<file path="src/rtl/alu_pkg.sv">
// Shared types for the ALU issue path: operation codes, RV32I opcodes and the
// buffered issue entry carried from decode into the EX stage.
package alu_pkg;

    localparam int unsigned DATA_W = 32;

    typedef enum logic [3:0] {
        ALU_ADD     = 4'h0,
        ALU_SUB     = 4'h1,
        ALU_XOR     = 4'h2,
        ALU_OR      = 4'h3,
        ALU_AND     = 4'h4,
        ALU_SRL     = 4'h5,
        ALU_SLL     = 4'h6,
        ALU_SRA     = 4'h7,
        ALU_SLT     = 4'h8,
        ALU_SLTU    = 4'h9,
        ALU_EQ      = 4'hA,
        ALU_NE      = 4'hB,
        ALU_GE      = 4'hC,
        ALU_LT      = 4'hD,
        ALU_ILLEGAL = 4'hF
    } alu_op_e;

    localparam logic [6:0] OPC_OP     = 7'b0110011;
    localparam logic [6:0] OPC_OP_IMM = 7'b0010011;
    localparam logic [6:0] OPC_LOAD   = 7'b0000011;
    localparam logic [6:0] OPC_STORE  = 7'b0100011;
    localparam logic [6:0] OPC_JALR   = 7'b1100111;
    localparam logic [6:0] OPC_LUI    = 7'b0110111;
    localparam logic [6:0] OPC_AUIPC  = 7'b0010111;
    localparam logic [6:0] OPC_JAL    = 7'b1101111;
    localparam logic [6:0] OPC_BRANCH = 7'b1100011;

    typedef struct packed {
        alu_op_e             op;
        logic [DATA_W-1:0]   srca;
        logic [DATA_W-1:0]   srcb;
        logic [DATA_W-1:0]   rs2;
        logic                br_inv;
        logic                illegal;
    } issue_entry_t;

    // alt selects SUB for funct3=000 and SRA for funct3=101
    function automatic alu_op_e arith_op(input logic [2:0] funct3, input logic alt);
        alu_op_e op;
        case (funct3)
            3'b000:  op = alt ? ALU_SUB : ALU_ADD;
            3'b001:  op = ALU_SLL;
            3'b010:  op = ALU_SLT;
            3'b011:  op = ALU_SLTU;
            3'b100:  op = ALU_XOR;
            3'b101:  op = alt ? ALU_SRA : ALU_SRL;
            3'b110:  op = ALU_OR;
            default: op = ALU_AND;
        endcase
        return op;
    endfunction

endpackage

</file>
<file path="src/rtl/alu_op_decoder.sv">
// Combinational RV32I decode into an ALU operation code plus selected
// SrcA/SrcB; unsupported encodings become an illegal entry with zero operands.
module alu_op_decoder
    import alu_pkg::*;
(
    input  logic [31:0]       instr,
    input  logic [DATA_W-1:0] pc,
    input  logic [DATA_W-1:0] rs1,
    input  logic [DATA_W-1:0] rs2,
    output issue_entry_t      entry
);

    logic [6:0]        opcode;
    logic [2:0]        funct3;
    logic [6:0]        funct7;
    logic [DATA_W-1:0] imm_i;
    logic [DATA_W-1:0] imm_s;
    logic [DATA_W-1:0] imm_u;
    logic [DATA_W-1:0] imm_j;
    logic [DATA_W-1:0] shamt;

    assign opcode = instr[6:0];
    assign funct3 = instr[14:12];
    assign funct7 = instr[31:25];
    assign imm_i  = {{(DATA_W-12){instr[31]}}, instr[31:20]};
    assign imm_s  = {{(DATA_W-12){instr[31]}}, instr[31:25], instr[11:7]};
    assign imm_u  = {instr[31:12], 12'h000};
    assign imm_j  = {{(DATA_W-21){instr[31]}}, instr[31], instr[19:12], instr[20], instr[30:21], 1'b0};
    assign shamt  = {{(DATA_W-5){1'b0}}, instr[24:20]};

    logic              legal;
    alu_op_e           op;
    logic [DATA_W-1:0] srca;
    logic [DATA_W-1:0] srcb;
    logic              br_inv;

    always_comb begin
        legal  = 1'b1;
        op     = ALU_ADD;
        srca   = rs1;
        srcb   = imm_i;
        br_inv = 1'b0;
        case (opcode)
            OPC_OP: begin
                op    = arith_op(funct3, instr[30]);
                srcb  = rs2;
                legal = (funct7 == 7'b0000000) ||
                        ((funct7 == 7'b0100000) && ((funct3 == 3'b000) || (funct3 == 3'b101)));
            end
            OPC_OP_IMM: begin
                // ADDI never becomes SUB, so instr[30] only matters for shifts
                op = arith_op(funct3, (funct3 == 3'b101) && instr[30]);
                if ((funct3 == 3'b001) || (funct3 == 3'b101)) begin
                    srcb  = shamt;
                    legal = (funct7 == 7'b0000000) ||
                            ((funct3 == 3'b101) && (funct7 == 7'b0100000));
                end
            end
            OPC_LOAD:  legal = (funct3 inside {3'b000, 3'b001, 3'b010, 3'b100, 3'b101});
            OPC_STORE: begin
                srcb  = imm_s;
                legal = (funct3 inside {3'b000, 3'b001, 3'b010});
            end
            OPC_JALR:  legal = (funct3 == 3'b000);
            OPC_LUI: begin
                srca = '0;
                srcb = imm_u;
            end
            OPC_AUIPC: begin
                srca = pc;
                srcb = imm_u;
            end
            OPC_JAL: begin
                srca = pc;
                srcb = imm_j;
            end
            OPC_BRANCH: begin
                srcb = rs2;
                case (funct3)
                    3'b000: op = ALU_EQ;
                    3'b001: op = ALU_NE;
                    3'b100: op = ALU_LT;
                    3'b101: op = ALU_GE;
                    3'b110: op = ALU_SLTU;
                    3'b111: begin
                        op     = ALU_SLTU;
                        br_inv = 1'b1;
                    end
                    default: legal = 1'b0;
                endcase
            end
            default: legal = 1'b0;
        endcase
    end

    always_comb begin
        entry         = '0;
        entry.rs2     = rs2;
        entry.illegal = ~legal;
        if (legal) begin
            entry.op     = op;
            entry.srca   = srca;
            entry.srcb   = srcb;
            entry.br_inv = br_inv;
        end else begin
            entry.op = ALU_ILLEGAL;
        end
    end

endmodule

</file>
<file path="src/rtl/alu_issue_stage.sv">
// Decode/issue register feeding the ALU: decoded entries are held in a
// 2-entry skid buffer (main drives the outputs, skid absorbs one stall).
module alu_issue_stage
    import alu_pkg::*;
#(
    parameter int unsigned DATA_WIDTH    = 32,
    parameter int unsigned OPCODE_LENGTH = 4
) (
    input  logic                     clk,
    input  logic                     rst_n,
    input  logic                     flush,
    input  logic                     in_valid,
    output logic                     in_ready,
    input  logic [31:0]              in_instr,
    input  logic [DATA_WIDTH-1:0]    in_pc,
    input  logic [DATA_WIDTH-1:0]    in_rs1,
    input  logic [DATA_WIDTH-1:0]    in_rs2,
    output logic                     out_valid,
    input  logic                     out_ready,
    output logic [OPCODE_LENGTH-1:0] out_op,
    output logic [DATA_WIDTH-1:0]    out_srca,
    output logic [DATA_WIDTH-1:0]    out_srcb,
    output logic [DATA_WIDTH-1:0]    out_rs2,
    output logic                     out_br_inv,
    output logic                     out_illegal
);

    issue_entry_t decoded;
    issue_entry_t main_q;
    issue_entry_t skid_q;
    logic         main_valid;
    logic         skid_valid;
    logic         accept;
    logic         main_free;

    alu_op_decoder u_decoder (
        .instr (in_instr),
        .pc    (in_pc),
        .rs1   (in_rs1),
        .rs2   (in_rs2),
        .entry (decoded)
    );

    assign in_ready  = ~skid_valid;
    assign accept    = in_valid & in_ready & ~flush;
    assign main_free = ~main_valid | out_ready;

    always_ff @(posedge clk or negedge rst_n) begin
        if (!rst_n) begin
            main_q     <= '0;
            skid_q     <= '0;
            main_valid <= 1'b0;
            skid_valid <= 1'b0;
        end else if (flush) begin
            main_valid <= 1'b0;
            skid_valid <= 1'b0;
        end else if (main_free) begin
            // accept is impossible while skid is occupied, so skid simply empties
            if (skid_valid) begin
                main_q     <= skid_q;
                main_valid <= 1'b1;
                skid_valid <= 1'b0;
            end else begin
                main_valid <= accept;
                if (accept) begin
                    main_q <= decoded;
                end
            end
        end else if (accept) begin
            skid_q     <= decoded;
            skid_valid <= 1'b1;
        end
    end

    assign out_valid   = main_valid;
    assign out_op      = main_q.op;
    assign out_srca    = main_q.srca;
    assign out_srcb    = main_q.srcb;
    assign out_rs2     = main_q.rs2;
    assign out_br_inv  = main_q.br_inv;
    assign out_illegal = main_q.illegal;

endmodule

</file>
<file path="config.mk">
export PLATFORM = sky130hd
export DESIGN_NAME = alu_issue_stage
export DESIGN_NICKNAME = d
export VERILOG_FILES = /design/src/rtl/alu_pkg.sv /design/src/rtl/alu_op_decoder.sv /design/src/rtl/alu_issue_stage.sv
export SDC_FILE = /design/constraint.sdc
export NUM_CORES = 1
export LEC_CHECK = 0
export ABC_CLOCK_PERIOD_IN_PS = 1900
export CAP_MARGIN = 20
export CORE_MARGIN = 5
export CORE_UTILIZATION = 52
export DETAILED_ROUTE_END_ITERATION = 10
export HOLD_SLACK_MARGIN = 0.15
export PLACE_DENSITY = 0.86
export RECOVER_POWER = 50
export SYNTH_ARGS = -nofsm -noshare
export SYNTH_HDL_FRONTEND = slang
export SYNTH_HIERARCHICAL = 1
export SYNTH_SLANG_ARGS = --single-unit
</file>
<file path="constraint.sdc">
create_clock -name clk -period 1.9 [get_ports clk]
set_input_delay 0.57 -clock clk [delete_from_list [all_inputs] [get_ports clk]]
set_output_delay 0.57 -clock clk [all_outputs]
set_load 0.01 [all_outputs]
</file>
==> results of run 1 <==
-- power breakdown --
| part | total (W) | internal, W | switching, W |
|---|---|---|---|
| combinational | 0.00219 | 0.00124 | 0.000953 |
| sequential | 0.00504 | 0.00480 | 0.000235 |
| clock | 0.00475 | 0.00283 | 0.00191 |
| total | 0.0120 | 0.00887 | 0.00310 |
-- stage by stage --
step / std cells / setup TNS (ps) / total power [W] / setup WS, ps
after floorplan: 874 / -40110 / 0.00607 / -434
after global placement: 1405 / -149250 / 0.00709 / -1130
after detailed placement: 1405 / -159890 / 0.00717 / -1210
after CTS: 1482 / -3640 / 0.0119 / -141
after global routing: 1494 / -10480 / 0.0124 / -200
final: 1494 / -7120 / 0.0120 / -187
-- flip-flops by register name, indices dropped and copies added (netlist names) --
signal       count
skid_q         102
out_rs2         32
out_srca        32
out_srcb        32
out_op           4
out_br_inv       1
out_illegal      1
out_valid        1
skid_valid       1
-- cell usage after synthesis (3+ instances only) --
library cell and count:
dfrtp_1 206, nand3_1 36, a21oi_2 41, buf_4 34, clkbuf_1 17, mux2_1 24
a22oi_1 24, buf_2 13, nand2b_1 5, mux2i_1 6, buf_6 31, o22ai_1 5
a21oi_1 24, nand2_1 52, nor3_1 3, mux2_4 82, o21a_1 3, nor2_1 8
nor2b_1 6, mux2_2 201, o21ai_0 15, and3_1 3
-- worst max-delay path by stage --
| stage | start | end | slack (ps) | depth (start not counted) |
|---|---|---|---|---|
| final | in_instr[4] | out_srcb[28]$_DFFE_PN0P_ | -190 | 10 |
| after global routing | in_instr[4] | out_srcb[25]$_DFFE_PN0P_ | -200 | 10 |
| after CTS | in_instr[3] | out_srcb[26]$_DFFE_PN0P_ | -140 | 11 |
| after detailed placement | in_instr[4] | out_srcb[8]$_DFFE_PN0P_ | -1210 | 9 |
| after global placement | in_instr[4] | out_srcb[9]$_DFFE_PN0P_ | -1130 | 9 |
| after floorplan | in_instr[5] | out_srca[18]$_DFFE_PN0P_ | -430 | 10 |
-- logic make-up (layout without fill, tap and decap cells) --
logic type,after synthesis,in the layout
other,0,1
XOR/XNOR,1,1
flip-flops,206,206
multiplexers,313,313
AO/OA/AOI/OAI,127,128
buffers and inverters,98,436
AND/OR/NAND/NOR,129,129
-- cell type report --
type	count	area (um^2)	area share, %
Tap cell	280	350	2.10
Clock buffer	27	601	3.61
Clock inverter	15	194	1.16
Timing Repair Buffer	392	3930	23.6
Antenna cell	1	2.50	0.0150
Inverter	2	7.51	0.0451
Sequential cell	206	5160	31.0
Multi-Input combinational cell	571	6410	38.5
-- per-layer routing --
metal,up-vias,wire [um],global-route usage (%)
met3,129,2630,5.36
met4,2,1630,10.7
met1,4421,14700,34.9
met5,-,8,0
li1,3779,-,-
met2,434,18000,45.0
-- critical path: stages --
cell     delay [ps]
buf_8           110
and4b_2         320
buf_6           140
nand2_4          60
a21o_4          240
o21ai_4         230
buf_12          180
a21oi_4          60
mux2_4          280
mux2_4          260
-- timing repair --
action | in CTS | in global routing
hold buffers | 1 | 0
setup buffers | 32 | 17
setup endpoints to repair | 242 | 98
resized for setup | 305 | 94
hold endpoints to repair | 31 | 0
gates cloned | 5 | 3
pin swaps | 20 | 19
==> flow_summary.json, run 1 <==
{
  "yosysTopAreaCell": "dfrtp_1",
  "wirelength_mm": 37.0,
  "dieArea_um2": 24800,
  "grt-ovfl-total": 0,
  "layout_common_cells": "dfrtp_1, mux2_4, mux2_2, clkdlybuf4s50_1, dlygate4sd2_1",
  "synth.area.top_cells": "dfrtp_1, mux2_2, mux2_4",
  "synth_adder_area_share_pct": 0,
  "crit-reg2reg-launch": "skid_valid$_DFFE_PN0P_",
  "synth_area_um2": 11300,
  "cts_buffer_depth": 3,
  "vias": 8765,
  "relSlewSlack_pct": 29.6,
  "powerDensity_nw_per_um2": 719,
  "hold_depth": 1,
  "holdWs_ps": 481,
  "start_util_pct": 52.3,
  "fillers": 1249,
  "grt_pass1_vias": 9137,
  "hold_path_class": "register to register",
  "async_flop_share_pct": 100,
  "synthCells": 874,
  "synth_compound_area_share_pct": 8.25,
  "tightest_slew_ps": 1060,
  "failed_checks": "negative setup slack",
  "synth_top_family_by_area": "multiplexers",
  "ir_worst_vdd_mv": 0.543,
  "synth_flop_cell": "dfrtp_1",
  "nets": 1329,
  "path_max_fanout": 6,
  "rsz0062_at_grt": "yes",
  "syn_area_per_cell_um2": 12.9,
  "coreArea_um2": 21600,
  "postRouteAntennaNets": 0,
  "drv_slew": 0,
  "run_status": "finished with violations",
  "synth_edf_count": 0,
  "path_class": "input port to register",
  "dp.final_hpwl_mm": 21.7,
  "postPlaceCellArea_um2": 14600,
  "arrival_ps": 2480,
  "gp_congestion": 0.817,
  "power_leakage_nw": 7.88,
  "hold_viol": 0,
  "postLayoutCoreUtil_pct": 77.0,
  "grt_antenna_before_repair": 2,
  "portBuffers": 236,
  "clock_sinks": 206,
  "r2r_cells": 6,
  "hold_end": "out_rs2[5]$_DFFE_PN0P_",
  "detail_route.vias_per_cell": 5.87,
  "worstSkewPairLatency_ps": 520,
  "worstPathRequired_ps": 2290,
  "ys_ff_latch": 206,
  "rows": 54,
  "fin_skew_ps": 15.1,
  "die_x_um": 157,
  "numCtsBuffers": 23,
  "drt-initial-drc-count": 698,
  "setup_viol": 86,
  "wl_per_cell_um": 24.7,
  "grt_max_degree": 75,
  "fmax_ghz": 0.479,
  "drc_errors": 0,
  "area_growth_pct": 47.2,
  "min-delay-start": "out_rs2[5]$_DFFE_PN0P_",
  "finalInstanceArea_um2": 16700,
  "endpoint_kind": "register",
  "io_pins": 237,
  "grt_pass1_wl_mm": 52.6,
  "firstDrtPassIters": 5,
  "cts_root_buf": "clkbuf_16",
  "yosys_warnings": 6,
  "fin_crit_ps": 2090,
  "rr_endpoint": "out_rs2[25]$_DFFE_PN0P_",
  "ys_seq_area_share_pct": 45.6,
  "fp.dieH_um": 157,
  "h-tree-depth": 1,
  "ys_types": 52,
  "clk_pin_slew_ps": 60,
  "grt.total_usage_pct": 27.0,
  "synth_xor_area_share_pct": 0.0774,
  "syn_nets": 1007,
  "synth-simple-area-share_pct": 5.69,
  "period_share_pct": 110,
  "cts_tree": "yes",
  "timing.final.ws_setup_ps": -187,
  "start_kind": "input port",
  "yosys-mux-area-fraction_pct": 33.8,
  "layout-drive-gt1-share_pct": 51.4,
  "cap_violations": 0,
  "rrSetupSlack_ps": 30,
  "synth_top_area_share_pct": 45.6,
  "mostFrequentLayoutCell": "dfrtp_1"
}
Power figures use the tool's default switching activity.
==> inputs of run 2 (changes only) <==
--- a/config.mk
+++ b/config.mk
@@ -6,9 +6,9 @@
 export NUM_CORES = 1
 export LEC_CHECK = 0
 export ABC_CLOCK_PERIOD_IN_PS = 1900
-export CAP_MARGIN = 20
 export CORE_MARGIN = 5
 export CORE_UTILIZATION = 52
+export CTS_CLUSTER_DIAMETER = 200
 export DETAILED_ROUTE_END_ITERATION = 10
 export HOLD_SLACK_MARGIN = 0.15
 export PLACE_DENSITY = 0.86
==> results of run 2 <==
The final DEF is identical to that of run 1; final timing and power are the same.
